--- config.mk ---
export PLATFORM = sky130hd
export DESIGN_NAME = amba_ahb_master
export DESIGN_NICKNAME = d
export VERILOG_FILES = /design/src/rtl/amba_ahb_master.sv
export SDC_FILE = /design/constraint.sdc
export NUM_CORES = 1
export LEC_CHECK = 0
export CAP_MARGIN = 25
export CELL_PAD_IN_SITES_DETAIL_PLACEMENT = 0
export CELL_PAD_IN_SITES_GLOBAL_PLACEMENT = 1
export CORE_MARGIN = 2
export CORE_UTILIZATION = 33
export DETAILED_ROUTE_END_ITERATION = 12
export GPL_ROUTABILITY_DRIVEN = 0
export PLACE_DENSITY = 0.79
export SYNTH_ARGS = -nofsm -noshare
export SYNTH_HDL_FRONTEND = slang
export SYNTH_SLANG_ARGS = --single-unit
--- constraint.sdc ---
create_clock -name hclk -period 3.5 [get_ports hclk]
set_clock_uncertainty 0.1 [all_clocks]
set_input_delay 0.7 -clock hclk [delete_from_list [all_inputs] [get_ports hclk]]
set_output_delay 0.7 -clock hclk [all_outputs]
set_load 0.01 [all_outputs]
--- src/rtl/amba_ahb_master.sv ---
`default_nettype none
// ============================================================================
//  Module   : amba_ahb_master
//  Purpose  : Single-initiator AHB master. Turns a command (address,
//             direction, size, beat count, prot) into a NONSEQ/SEQ transfer
//             sequence with pipelined address and data phases.
//  Options  : AMBA_AHB_MASTER_1KB_SPLIT_EN - restart a burst with NONSEQ
//             when the next beat crosses a 1 KB boundary; such commands use
//             hburst=INCR throughout.
//  Revision : 1.0 - initial release
// ============================================================================
module amba_ahb_master #(
  parameter int AW = 32,
  parameter int DW = 32,
  parameter int RW = 2,
  parameter int LW = 8
) (
  input  logic          hclk,
  input  logic          hresetn,
  output logic [AW-1:0] haddr,
  output logic [1:0]    htrans,
  output logic          hwrite,
  output logic [2:0]    hsize,
  output logic [2:0]    hburst,
  output logic [3:0]    hprot,
  output logic [DW-1:0] hwdata,
  input  logic [DW-1:0] hrdata,
  input  logic          hready,
  input  logic [RW-1:0] hresp,
  input  logic          cmd_valid,
  output logic          cmd_ready,
  input  logic [AW-1:0] cmd_addr,
  input  logic          cmd_write,
  input  logic [2:0]    cmd_size,
  input  logic [LW-1:0] cmd_len,
  input  logic [3:0]    cmd_prot,
  output logic          wr_req,
  input  logic [DW-1:0] wr_data,
  output logic          rd_valid,
  output logic [DW-1:0] rd_data,
  output logic          done,
  output logic          done_err
);

  localparam logic [1:0]    c_TRANS_IDLE   = 2'b00;
  localparam logic [1:0]    c_TRANS_NONSEQ = 2'b10;
  localparam logic [1:0]    c_TRANS_SEQ    = 2'b11;
  localparam logic [2:0]    c_BURST_SINGLE = 3'b000;
  localparam logic [2:0]    c_BURST_INCR   = 3'b001;
  localparam logic [2:0]    c_BURST_INCR4  = 3'b011;
  localparam logic [2:0]    c_BURST_INCR8  = 3'b101;
  localparam logic [2:0]    c_BURST_INCR16 = 3'b111;
  localparam logic [RW-1:0] c_RESP_OKAY    = RW'(0);
  localparam logic [RW-1:0] c_RESP_ERROR   = RW'(1);
  localparam logic [2:0]    c_MAX_SIZE     = 3'($clog2(DW/8));

  // Each state names what the master currently drives on the bus.
  typedef enum logic [2:0] {
    S_IDLE  = 3'd0,
    S_ADDR  = 3'd1,
    S_BURST = 3'd2,
    S_LAST  = 3'd3,
    S_ERR   = 3'd4
  } state_t;

  state_t        r_state;
  state_t        w_state_nxt;
  logic [LW-1:0] r_remain;      // address phases still to issue after the current one
  logic          r_dph_valid;   // a data phase is in progress
  logic          r_dph_write;

  logic          w_accept;
  logic          w_reject;
  logic          w_aph;
  logic          w_dph_busy;
  logic          w_err_first;
  logic          w_dph_done;
  logic          w_dph_ok;
  logic          w_dph_bad;
  logic          w_aph_done;
  logic          w_last_beat;
  logic [AW-1:0] w_next_addr;
  logic          w_next_cross;
  logic          w_cmd_cross;

  function automatic logic [2:0] burst_sel(input logic [LW-1:0] len);
    logic [2:0] b;
    case (len)
      LW'(0):  b = c_BURST_SINGLE;
      LW'(3):  b = c_BURST_INCR4;
      LW'(7):  b = c_BURST_INCR8;
      LW'(15): b = c_BURST_INCR16;
      default: b = c_BURST_INCR;
    endcase
    return b;
  endfunction

  assign cmd_ready   = (r_state == S_IDLE);
  assign w_accept    = cmd_valid & cmd_ready;
  assign w_reject    = (cmd_size > c_MAX_SIZE);
  assign w_aph       = (r_state == S_ADDR) | (r_state == S_BURST);
  assign w_dph_busy  = r_dph_valid & (w_aph | (r_state == S_LAST));
  assign w_err_first = w_dph_busy & ~hready & (hresp == c_RESP_ERROR);
  assign w_dph_done  = w_dph_busy & hready;
  assign w_dph_ok    = w_dph_done & (hresp == c_RESP_OKAY);
  assign w_dph_bad   = w_dph_done & (hresp != c_RESP_OKAY);
  assign w_aph_done  = w_aph & hready & ~w_dph_bad;
  assign w_last_beat = (r_remain == '0);
  assign w_next_addr = haddr + (AW'(1) << hsize);
  assign wr_req      = w_aph_done & hwrite;

`ifdef AMBA_AHB_MASTER_1KB_SPLIT_EN
  logic [15:0] w_span_end;
  // Offset of the last beat's start inside the 1 KB page; overflow means a crossing.
  assign w_span_end   = {6'd0, cmd_addr[9:0]} + (16'(cmd_len) << cmd_size);
  assign w_cmd_cross  = (w_span_end[15:10] != 6'd0);
  assign w_next_cross = (w_next_addr[9:0] == 10'd0);
`else
  assign w_cmd_cross  = 1'b0;
  assign w_next_cross = 1'b0;
`endif

  // State register.
  always_ff @(posedge hclk or negedge hresetn) begin
    if (!hresetn) r_state <= S_IDLE;
    else          r_state <= w_state_nxt;
  end

  // Next-state decode; follows address/data phase completions on the bus.
  always_comb begin
    w_state_nxt = r_state;
    case (r_state)
      S_IDLE: begin
        if (w_accept && !w_reject) w_state_nxt = S_ADDR;
      end
      S_ADDR, S_BURST: begin
        if (w_err_first)     w_state_nxt = S_ERR;
        else if (w_dph_bad)  w_state_nxt = S_IDLE;
        else if (w_aph_done) begin
          if (w_last_beat)       w_state_nxt = S_LAST;
          else if (w_next_cross) w_state_nxt = S_ADDR;
          else                   w_state_nxt = S_BURST;
        end
      end
      S_LAST: begin
        if (w_err_first)     w_state_nxt = S_ERR;
        else if (w_dph_done) w_state_nxt = S_IDLE;
      end
      S_ERR: begin
        if (hready) w_state_nxt = S_IDLE;
      end
      default: w_state_nxt = S_IDLE;
    endcase
  end

  // Bus outputs, beat bookkeeping and client-side pulses.
  always_ff @(posedge hclk or negedge hresetn) begin
    if (!hresetn) begin
      haddr       <= '0;
      htrans      <= c_TRANS_IDLE;
      hwrite      <= 1'b0;
      hsize       <= 3'd0;
      hburst      <= c_BURST_SINGLE;
      hprot       <= 4'd0;
      hwdata      <= '0;
      rd_data     <= '0;
      rd_valid    <= 1'b0;
      done        <= 1'b0;
      done_err    <= 1'b0;
      r_remain    <= '0;
      r_dph_valid <= 1'b0;
      r_dph_write <= 1'b0;
    end else begin
      rd_valid <= 1'b0;
      done     <= 1'b0;
      done_err <= 1'b0;
      if (w_accept) begin
        if (w_reject) begin
          done     <= 1'b1;
          done_err <= 1'b1;
        end else begin
          haddr       <= cmd_addr;
          htrans      <= c_TRANS_NONSEQ;
          hwrite      <= cmd_write;
          hsize       <= cmd_size;
          hprot       <= cmd_prot;
          hburst      <= w_cmd_cross ? c_BURST_INCR : burst_sel(cmd_len);
          r_remain    <= cmd_len;
          r_dph_valid <= 1'b0;
        end
      end else if (w_err_first) begin
        // Withdraw any pending SEQ while the slave finishes its ERROR response.
        htrans <= c_TRANS_IDLE;
      end else if (r_state == S_ERR) begin
        if (hready) begin
          done        <= 1'b1;
          done_err    <= 1'b1;
          r_dph_valid <= 1'b0;
        end
      end else if (w_dph_bad) begin
        htrans      <= c_TRANS_IDLE;
        done        <= 1'b1;
        done_err    <= 1'b1;
        r_dph_valid <= 1'b0;
      end else begin
        if (w_dph_ok && !r_dph_write) begin
          rd_valid <= 1'b1;
          rd_data  <= hrdata;
        end
        if (w_aph_done) begin
          if (hwrite) hwdata <= wr_data;
          r_dph_valid <= 1'b1;
          r_dph_write <= hwrite;
          if (w_last_beat) begin
            htrans <= c_TRANS_IDLE;
          end else begin
            haddr    <= w_next_addr;
            r_remain <= r_remain - LW'(1);
            htrans   <= w_next_cross ? c_TRANS_NONSEQ : c_TRANS_SEQ;
          end
        end else if ((r_state == S_LAST) && w_dph_ok) begin
          done        <= 1'b1;
          r_dph_valid <= 1'b0;
        end
      end
    end
  end

endmodule
`default_nettype wire

# Word level (Yosys, flattened, before mapping)
# Index checks and enable logic that the tools add are counted.
classes:
  n_addsub: 2
  magnitude_cmp: 1
  eq_ne: 19
  n_shift: 1
  muxes: 56
  n_bitwise: 18
  n_reduce_logical: 22
ops:
  columns: ["operator", "n"]
  rows:
  - ["two-way mux 32 bit", 7]
  - ["two-way mux 8 bit", 7]
  - ["adder 32 bit", 1]
  - ["left shift 1 x 3 -> 32 bit (first input constant)", 1]
  - ["two-way mux 1 bit", 26]
  - ["one-hot mux 3 bit (4 select lines)", 2]
  - ["two-way mux 3 bit", 7]
  - ["logical NOT 8 bit", 2]
  - ["two-way mux 2 bit", 7]
  - ["!= test 2 bit (second input constant)", 6]
  - ["AND reduction 6 bit", 2]
  - ["AND 1 bit", 10]
  - ["AND reduction 5 bit", 2]
  - ["!= test 3 bit (second input constant)", 3]
  - ["== test 8 x 2 -> 1 bit (second input constant)", 1]
  - ["== test 8 x 3 -> 1 bit (second input constant)", 1]
  - ["== test 8 x 4 -> 1 bit (second input constant)", 1]
  - ["AND reduction 4 bit", 2]
  - ["subtractor 8 x 1 -> 8 bit (second input constant)", 1]
  - ["== test 3 x 2 -> 1 bit (second input constant)", 2]
  - ["inverter 1 bit", 6]
  - ["nonzero test 5 bit", 1]
  - ["!= test 4 bit (second input constant)", 1]
  - ["nonzero test 2 bit", 2]
  - ["other kinds (14)", 18]
word_totals:
  reg_bits: 125
  input_bits: 118
  out_inout_bits: 114
  wordCells: 134

# Longest topological paths before layout
# Gate-level depths: netlist of run 1.
logic_depth:
  ltp_word: 13
  depth_mapped: 11

# Least setup slack after synthesis of run 1
# Ideal clock, no wire load.
synth_path:
  path_kind: "register to register"
  from: "register hsize[0]"
  to: "register haddr[28]"
  arrival_ps: 2567
  required_time_ps: 3274
  slack_ps: 707
  path_stages_with_launch: 12
  n_path_buf: 2
  path_cell_list: "dfrtp_1 -> clkbuf_1 -> nor3_1 -> ha_1 -> fa_1 -> a21o_1 -> a221oi_2 -> a21oi_1 -> clkbuf_1 -> a31oi_1 -> nor2_1 -> a2bb2oi_1"
synth_via:
  elab_chain_cells: 8
synth_lines:
  columns: ["element", "line_no", "rtl"]
  rows:
  - ["start, declared", "23", "output logic [2:0] hsize,"]
  - ["start signal, assigned", "185", "hsize <= cmd_size;"]
  - ["left shift 1 x 3 -> 32 bit", "109", "assign w_next_addr = haddr + (AW'(1) << hsize);"]
  - ["adder 32 bit", "109", null]
  - ["two-way mux 32 bit", "214", "if (w_last_beat) begin"]
  - ["two-way mux 32 bit", "210", "if (w_aph_done) begin"]
  - ["two-way mux 32 bit", "200", "end else if (w_dph_bad) begin"]
  - ["two-way mux 32 bit", "194", "end else if (r_state == S_ERR) begin"]
  - ["two-way mux 32 bit", "191", "end else if (w_err_first) begin"]
  - ["two-way mux 32 bit", "177", "if (w_accept) begin"]
  - ["end signal, assigned", "182", "haddr <= cmd_addr;"]
  - ["end signal, assigned", "217", "haddr <= w_next_addr;"]
  - ["end, declared", "20", "output logic [AW-1:0] haddr,"]
# Every way passes these cells. The select of a mux whose other input is x is not followed.
# A chain may end at the register's enable or synchronous reset.

# Worst setup path after layout of run 1
layout_path:
  from: "input hresp[1]"
  to: "output wr_req"
layout_via:
  elab_chain_cells: 5
layout_lines:
  columns: ["element", "line_no", "rtl"]
  rows:
  - ["start, declared", "29", "input logic [RW-1:0] hresp,"]
  - ["nonzero test 2 bit", "106", "assign w_dph_bad = w_dph_done & (hresp != c_RESP_OKAY);"]
  - ["AND 1 bit", "106", null]
  - ["inverter 1 bit (no source line)", null, null]
  - ["AND 1 bit", "107", "assign w_aph_done = w_aph & hready & ~w_dph_bad;"]
  - ["AND 1 bit", "110", "assign wr_req = w_aph_done & hwrite;"]
  - ["end, declared", "37", "output logic wr_req,"]
# Every way passes these cells.

==> impl_metrics.env, run 1 <==
export IMPL_status="finished clean"
export IMPL_crit_path_top_delay_cell="clkdlybuf4s50_1"
export IMPL_crit_path_start_kind="input port"
export IMPL_h_tree_depth=4
export IMPL_final_core_util=0.507
export IMPL_synth_nets=872
export IMPL_path_clk_slew_ns=0.06
export IMPL_grt_pass1_wl_um=31100
export IMPL_leakagePower_nw=4.25
export IMPL_firstDrtPassIters=5
export IMPL_ys_warn_count=0
export IMPL_grt_overflow_total=0
export IMPL_post_drt_via_cell_ratio=4.93
export IMPL_cp_max_fo=5
export IMPL_final_common_cell="nand2_1"
export IMPL_power_density_nw_per_um2=841
export IMPL_tritoncts="yes"
export IMPL_power_mw=8.03
export IMPL_cts_buffers=17
export IMPL_finalCriticalPeriod_ns=3.10
export IMPL_area_delta_synth_final_pct=50.1
export IMPL_hold_buffers=0
export IMPL_ir_drop_mv=0.428
export IMPL_postSynthAreaPerCell_sq_um=8.55
export IMPL_rsz0062_at_grt="no"
export IMPL_path_common_cell="clkdlybuf4s50_1"
export IMPL_syn_inst=743
export IMPL_dp_cells=1207
export IMPL_yosysUniqueCellTypes=74
export IMPL_place_ws_ns=0.353
export IMPL_die_w_um=143
export IMPL_cp_arrival_ns=2.30
export IMPL_min_path_type="in2async"
export IMPL_maxCapViolations=0
export IMPL_drt_wirelength_per_cell_um=16.3
export IMPL_drv_slew=0
export IMPL_end_kind="output port"
export IMPL_grt_pass1_vias=5816
export IMPL_worstPathCellList="clkdlybuf4s50_1 -> o21ai_0 -> and4_1 -> nand2_1 -> inv_1 -> clkdlybuf4s50_1"
export IMPL_drtAntennaViolNets=0
export IMPL_ys_seq_area_frac=0.492
export IMPL_post_cts_buffers=0
export IMPL_rr_endpoint="haddr[21]"
export IMPL_finalSetupTns_ns=0
export IMPL_worst_pin_slew_ns=0.997
export IMPL_clockBufferDepth=2
export IMPL_ys_flop_type="dfrtp_1"
export IMPL_synth_edf_count=0
export IMPL_clk_latency_ns=0.41
export IMPL_antenna_cells=0
export IMPL_rr_worst_depth=8
export IMPL_layout_common_cells="258 x nand2_1, 230 x clkdlybuf4s50_1, 125 x dfrtp_1, 38 x nor2_1, 36 x a21oi_1"
export IMPL_antenna_found_initial=0
export IMPL_setup_viol=0
export IMPL_synthArstFlopShare=1.00
export IMPL_grt_max_degree=64
export IMPL_pin_count=232
export IMPL_worstPathRequired_ns=2.70
export IMPL_r2r_setup_slack_ns=0.53
export IMPL_fin_area_sq_um=9540
export IMPL_core_sq_um=18800
export IMPL_core_rowCount=50
export IMPL_vias=6101
export IMPL_placed_area_sq_um=8980
export IMPL_drc_errors=0
export IMPL_fmax_ghz=0.322
export IMPL_post_cts_resized=0
export IMPL_dp_final_hpwl_um=14400
export IMPL_r2r_start="hsize[2]"
export IMPL_drive_above_1_share=0.0706
export IMPL_crit_type="in2out"
export IMPL_final_setup_worst_slack_ns=0.399
export IMPL_initial_core_util=0.338
export IMPL_fillCellCount=1805
export IMPL_drt_iter0_drc=413
export IMPL_ys_ff_latch=125
export IMPL_syn_cell_area_sq_um=6360
export IMPL_slew_limit_headroom=0.335
export IMPL_hold_ws_ns=0.134
export IMPL_port_buffers=231
export IMPL_die_area_sq_um=20400
export IMPL_min_period_over_period=0.886
export IMPL_final_nets=1095
export IMPL_stdcell_count=1238
export IMPL_routed_wl_um=20200
export IMPL_hold_viol=0
export IMPL_die_y_um=143
export IMPL_globalRouteTotalUtil=0.197
export IMPL_cts_root_buf="clkbuf_16"
export IMPL_slowest_delay_ns=0.56
export IMPL_clkSinkCount=125
## logic make-up after synthesis
logic type	count (synthesis)	share of synthesized area
AO/OA/AOI/OAI	155	0.165
XOR/XNOR	8	0.0110
buffers and inverters	56	0.0390
flip-flops	125	0.492
adder cells (fa/ha/maj)	13	0.0260
multiplexers	2	0.00335
AND/OR/NAND/NOR	384	0.263
## how the worst max path moves through the flow
stage               startpoint        end  slack (ns)  depth (start not counted)
finish                hresp[1]     wr_req        0.40                          6
global route          hsize[0]  haddr[18]        0.23                          8
detailed placement    hresp[1]  haddr[17]        0.35                          6
floorplan             hsize[0]  haddr[28]        0.71                         11
global placement      hresp[1]  haddr[17]        0.36                          8
CTS                   hresp[1]     wr_req        0.39                          6
## Yosys cell counts, drive strengths merged, types with 2 or more instances
master,number,area [sq um]
a32oi,2,17.5
o22a,3,26.3
a31o,2,17.5
nand2,258,968
o221a,2,22.5
nand3b,4,30.0
and3,9,56.3
nand3,18,90.1
or3,5,36.3
maj3,2,20.0
clkbuf,25,95.1
a211oi,5,50.1
a31oi,8,50.1
a22oi,5,37.5
nor2b,4,25.0
nor4b,2,38.8
nor3,17,90.1
and3b,2,17.5
ha,10,125
a41oi,2,17.5
o2111ai,3,26.3
a21oi,36,180
nor3b,3,22.5
nand2b,4,25.0
buf,21,115
a21o,7,52.6
nand4,7,43.8
inv,10,37.5
o21ai,37,185
o211ai,4,30.0
o22ai,11,68.8
xor2,5,43.8
xnor2,3,26.3
nor4,3,18.8
or2,3,18.8
nor2,39,149
dfrtp,125,3130
o211a,2,20.0
a2bb2oi,10,87.6
and2,4,26.3
o21a,3,30.0
## flip-flops by register name, summed over array words and instances, names as in the netlist, 2 cells and up
register  flops
haddr        32
hburst        3
hprot         4
hsize         3
htrans        2
hwdata       32
r_remain      8
r_state       3
rd_data      32
## power breakdown
group	switching, mW	total [mW]	internal [mW]	leakage (nW)
logic	1.81	3.72	1.91	2.43
clock network	0.706	1.69	0.987	0.268
registers	0.536	2.62	2.08	1.56
## critical path: cells and delay by family
family                 cells  cell delay [ns]
AO/OA/AOI/OAI              1             0.17
buffers and inverters      3             1.11
AND/OR/NAND/NOR            2             0.31
## layout make-up
cell class                 count  area, sq um  share of cell area
multi-input combinational    562         3000               0.314
clock buffer                  17          425              0.0446
inverter                      10         37.5             0.00393
timing repair buffer         250         2490               0.261
tap                          260          325              0.0341
clock inverter                14          136              0.0143
sequential                   125         3130               0.328
## per-layer routing
metal / vias up / wire, um / GRT usage
li1: 3005 / - / -
met1: 2882 / 9160 / 0.272
met2: 186 / 9340 / 0.299
met3: 28 / 1150 / 0.0412
met4: 0 / 549 / 0.0849
met5: - / 0 / 0
Note: power is estimated with default switching activity, not from simulation.
==> run 2: changes to the inputs <==
--- a/config.mk
+++ b/config.mk
@@ -13,6 +13,7 @@
 export DETAILED_ROUTE_END_ITERATION = 12
 export GPL_ROUTABILITY_DRIVEN = 0
 export PLACE_DENSITY = 0.79
+export SETUP_SLACK_MARGIN = 0.15
 export SYNTH_ARGS = -nofsm -noshare
 export SYNTH_HDL_FRONTEND = slang
 export SYNTH_SLANG_ARGS = --single-unit
==> results of run 2 <==
Same layout as run 1: the final DEF is identical, and so are final timing and power.
==> variant 1, RTL diff (config.mk and constraints of run 2) <==
The parameter `LW` goes from 8 to 4.
--- a/src/rtl/amba_ahb_master.sv
+++ b/src/rtl/amba_ahb_master.sv
@@ -14,5 +14,5 @@
   parameter int DW = 32,
   parameter int RW = 2,
-  parameter int LW = 8
+  parameter int LW = 4
 ) (
   input  logic          hclk,
Ports: changed (resized cmd_len); port bits go from 232 to 228. No check against the original RTL was run, so the function may have changed too.
==> variant 1 against run 2 <==
Synthesized area decreased by 6.0%; total power rose by 1.7%; count of clock-buffer cells in the layout is the same; core utilization grew 0.54 points; routed wire length fell by 3.4%; cell area is 4.2% lower; sequential cell count fell by 4; setup slack got worse by 0.060 ns; critical endpoint unchanged; largest power group unchanged.
==> variant 1: results (changes against run 2) <==
[placed_design]
io_buffer_count=227  ; -1.7%
hpwl_mm=14.4  ; -0.12%
preCtsSetupSlack_ns=0.340  ; -0.0134 ns

[global_route]
grt_pass1_wl_mm=31.1  ; -0.22%
grt_max_degree=54  ; -16%
grt.total_usage_pct=20.5  ; +0.83 points

[clocking]
clk_path_buf_depth=2  ; unchanged
clk_latency_ns=0.42

[sta]
tightest_slew_ns=0.669  ; -0.328 ns
fin_ws_ns=0.339  ; -0.0600 ns

[drt]
vias=5403  ; -11%
first_pass_iters=6  ; +1
drt_iter0_markers=346  ; -16%
wire_per_inst_um=18.8  ; +15%

[logic_synthesis]
synth_cell_type_count=67  ; -9.5%
synth_area_leaders=dfrtp_1, mux2_2, nand2_1, nor2_1, nand3_1
synth-seq-area-share_pct=50.7  ; +1.5 points
synthCells=566  ; -24%
synth_fp_nets=690  ; -21%
ys_top_cells_by_count=dfrtp_1, mux2_2, nand2_1

[setup_path]
critPathTopFamily=buffers and inverters
worstRegToRegCells=10  ; +2
r2r_start=hsize[0]
crit_arrival_ns=2.36  ; +0.06 ns
regToRegEndpoint=haddr[18]
cpPeakStageDelay_ns=0.53  ; -0.03 ns
rrSetupSlack_ns=0.42  ; -0.11 ns

[hold_path]
hp-class=in -> async

[pwr]
vdd_drop_max_mv=0.541  ; +26%
p_leak_nw=3.87  ; -8.9%

[finish]
final_cells=1038  ; -16%
drive_above_1_share_pct=15.8  ; +8.8 points
nNetsFinal=920  ; -16%
fill_cells=1563  ; -13%

[status]
run_status=complete, no violations

-- variant 1: changes by cell type in the layout (fill, tap and decap cells not counted), sizes merged, moves of 7 or more --
| cell | change |
|---|---|
| a21oi | -13 |
| a2bb2oi | -8 |
| inv | +7 |
| mux2 | +63 |
| nand2 | -197 |
| o21ai | -14 |
-- variant 1: per-stage QoR --
step / instance area (um2) / hold slack, ns
final: 9140 / 0.0464
after global routing: 9140 / 0.0414
after CTS: 9140 / 0.0356
after detailed placement: 8530 / 0.366
after global placement: 8530 / 0.361
after floorplan: 5970 / 0.304
-- variant 1: kinds of logic (layout without fill, tap and decap cells) --
kind of cell | after synthesis | in the layout | share of synthesized area [%]
buf+inv | 45 | 288 | 3.16
mux | 66 | 66 | 12.4
simple gates | 186 | 186 | 15.3
fa+ha+maj | 10 | 10 | 2.22
flops | 121 | 121 | 50.7
xor+xnor | 7 | 7 | 1.03
compound gates | 131 | 131 | 15.2
-- variant 1: where the power goes --
| part | internal, mW | switching [mW] |
|---|---|---|
| Clock | 1.08 | 0.720 |
| Sequential | 2.04 | 0.543 |
| Combinational | 2.05 | 1.73 |
| Total | 5.17 | 3.00 |
-- variant 1: final cells by class --
| cell class | count | area [um2] | share of cell area (%) |
|---|---|---|---|
| multi-input combinational | 400 | 2770 | 30.3 |
| clock buffer | 17 | 425 | 4.66 |
| inverter | 13 | 48.8 | 0.534 |
| tap | 229 | 287 | 3.14 |
| clock inverter | 15 | 179 | 1.96 |
| sequential | 121 | 3030 | 33.1 |
| timing repair buffer | 243 | 2400 | 26.3 |
-- variant 1: per-layer routing --
metal	wire [um]	vias to the layer above	global-route usage, %
li1	-	2556	-
met1	8400	2631	27.3
met2	9630	194	33.8
met3	1150	22	5.01
met4	331	0	5.37
met5	0	-	0
==> variant 2, RTL diff (config.mk and constraints of run 2) <==
Made on the original files. Make the reset (`hresetn`) synchronous in 2 clocked blocks.
--- a/src/rtl/amba_ahb_master.sv
+++ b/src/rtl/amba_ahb_master.sv
@@ -122,5 +122,5 @@
 
   // State register.
-  always_ff @(posedge hclk or negedge hresetn) begin
+  always_ff @(posedge hclk) begin
     if (!hresetn) r_state <= S_IDLE;
     else          r_state <= w_state_nxt;
@@ -155,5 +155,5 @@
 
   // Bus outputs, beat bookkeeping and client-side pulses.
-  always_ff @(posedge hclk or negedge hresetn) begin
+  always_ff @(posedge hclk) begin
     if (!hresetn) begin
       haddr       <= '0;
Function: differs if hresetn is asserted again (counterexample within 4 cycles, from zero or initial values and one cycle with hresetn low); with hresetn held inactive, the same outputs for 4 cycles.
==> variant 2 against run 2 <==
Critical path depth stayed put; sequential cell count stayed put; setup slack worse by 0.024 ns; synthesized area is 2.1% lower; worst hold slack better by 0.22 ns; synthesized cell count is 6.6% higher; count of clock-buffer cells in the layout stayed put; routed wire length hardly changed; cell area is 2.9% lower; critical endpoint unchanged; largest cell class is now multi-input gates; highest routed layer unchanged.
Power is not compared: it rests on default switching activity, and its combinational part moved more than twofold at a synthesized area within 25%.
==> variant 2: results (changes against run 2) <==
[status]
run_status=complete, no violations

[drt]
drt_iter0_markers=336  ; -19%
wl_met3_mm=1.20  ; +4.6%
wl_met2_mm=9.52  ; +1.9%
vias=6353  ; +4.1%
wire_per_inst_um=16.1  ; -1.1%
highest-signal-layer=met4
first_pass_iters=5  ; unchanged
met1_length_mm=9.14  ; -0.16%

[finish]
nNetsFinal=1133  ; +3.5%
final_cells=1251  ; +1.1%
fill_cells=1838  ; +1.8%
top_regs=haddr (32), hwdata (32), rd_data (32)
drive_above_1_share_pct=6.10  ; -0.96 points

[placed_design]
post_dp_cell_area_um2=8730  ; -2.8%
dp.cells=1219  ; +0.99%
preCtsSetupSlack_ns=0.382  ; +0.0290 ns
hpwl_mm=13.9  ; -3.5%
io_buffer_count=231  ; unchanged

[global_route]
grt_use_met1_pct=25.9  ; -1.3 points
grt_pass1_wl_mm=31.6  ; +1.7%
grt.total_usage_pct=19.7  ; +0.026 points
gr-usage-met3_pct=5.43  ; +1.3 points
grt_pass1_vias=5902  ; +1.5%
use_met2_pct=31.7  ; +1.8 points
grt_max_degree=91  ; +42%

[clocking]
clk_pin_slew_ns=0.06  ; about the same
cts_max_level=4  ; unchanged
postCtsResizedCells=0  ; unchanged
clk_latency_ns=0.41  ; about the same
root_buffer=clkbuf_16
post_cts_buffers=0  ; unchanged

[hold_path]
hp-class=reg -> reg

[logic_synthesis]
ys_top_cells_by_count=nand2_1, dfxtp_1, a21boi_0
yosysWarnings=0  ; unchanged
synth_flop_cell=dfxtp_1
synthArstFlopShare_pct=0  ; -100 points
synth_cell_type_count=65  ; -12%
synth-seq-area-share_pct=40.2  ; -9.0 points
synth_fp_nets=921  ; +5.6%
synth_area_leaders=dfxtp_1, nand2_1, a21boi_0, o21ai_0, a21oi_1
syn_area_per_cell_um2=7.85  ; -8.2%

[setup_path]
critPathMaxFanout=5  ; unchanged
cpPeakStageDelay_ns=0.57
crit_arrival_ns=2.32  ; +0.02 ns

[sta]
tightest_slew_ns=0.882  ; -0.115 ns

[pwr]
p_leak_nw=3.26
vdd_drop_max_mv=0.455

[variant 2: cell count changes after synthesis, sizes merged, moves of 6 or more]
cell	change
o211ai	+7
dfxtp	+125
a21boi	+78
o22ai	-8
clkbuf	+16
dfrtp	-125
o21ai	+11
nor2	-14
nor2b	+6
o211a	+6
nand2	-37
a2bb2oi	-9
[variant 2: power by group]
group / switching [mW] / leakage [nW] / internal [mW]
combinational: 0.781 / 1.99 / 0.721
sequential: 0.205 / 1.01 / 1.58
clock: 0.710 / 0.258 / 0.915
[variant 2: worst max-delay path: cells and delay by family]
kind / cells / cell delay [ns]
AOI/OAI and AO/OA: 1 / 0.17
buffers and inverters: 3 / 1.11
and+or+nand+nor: 2 / 0.33
[variant 2: logic make-up after synthesis]
group | synth area share [%]
and+or+nand+nor | 25.1
DFF | 40.2
AOI/OAI and AO/OA | 26.3
xor gates and xnor gates | 1.39
muxes | 0.161
adders and majority gates | 2.33
buffers and inverters | 4.47
[variant 2: cell type report]
class	count	area (um2)	share of cell area, %
flip-flops and latches	125	2500	27.0
inverters	7	26.3	0.283
clock buffers	17	425	4.59
multi-input cells	603	3450	37.2
clock inverters	15	118	1.27
well taps	234	293	3.16
repair buffers	250	2450	26.5
[variant 2: path summary, 6_finish.rpt]
path / start / to / cells after the start / slack, ns
setup / recovery: hresp[0] / wr_req / 6 / 0.38
hold / removal: rd_data[27] / rd_data[27] / 2 / 0.35
setup reg to reg: hsize[0] / haddr[16] / 8 / 0.60
hold reg to reg: rd_data[27] / rd_data[27] / 2 / 0.35
[variant 2: stage by stage]
step	util, %	total power, mW
detailed placement	47.0	3.31
global placement	47.0	3.30
floorplan	-	2.64
finish	49.9	4.91
CTS	49.9	4.95
global route	49.9	5.20
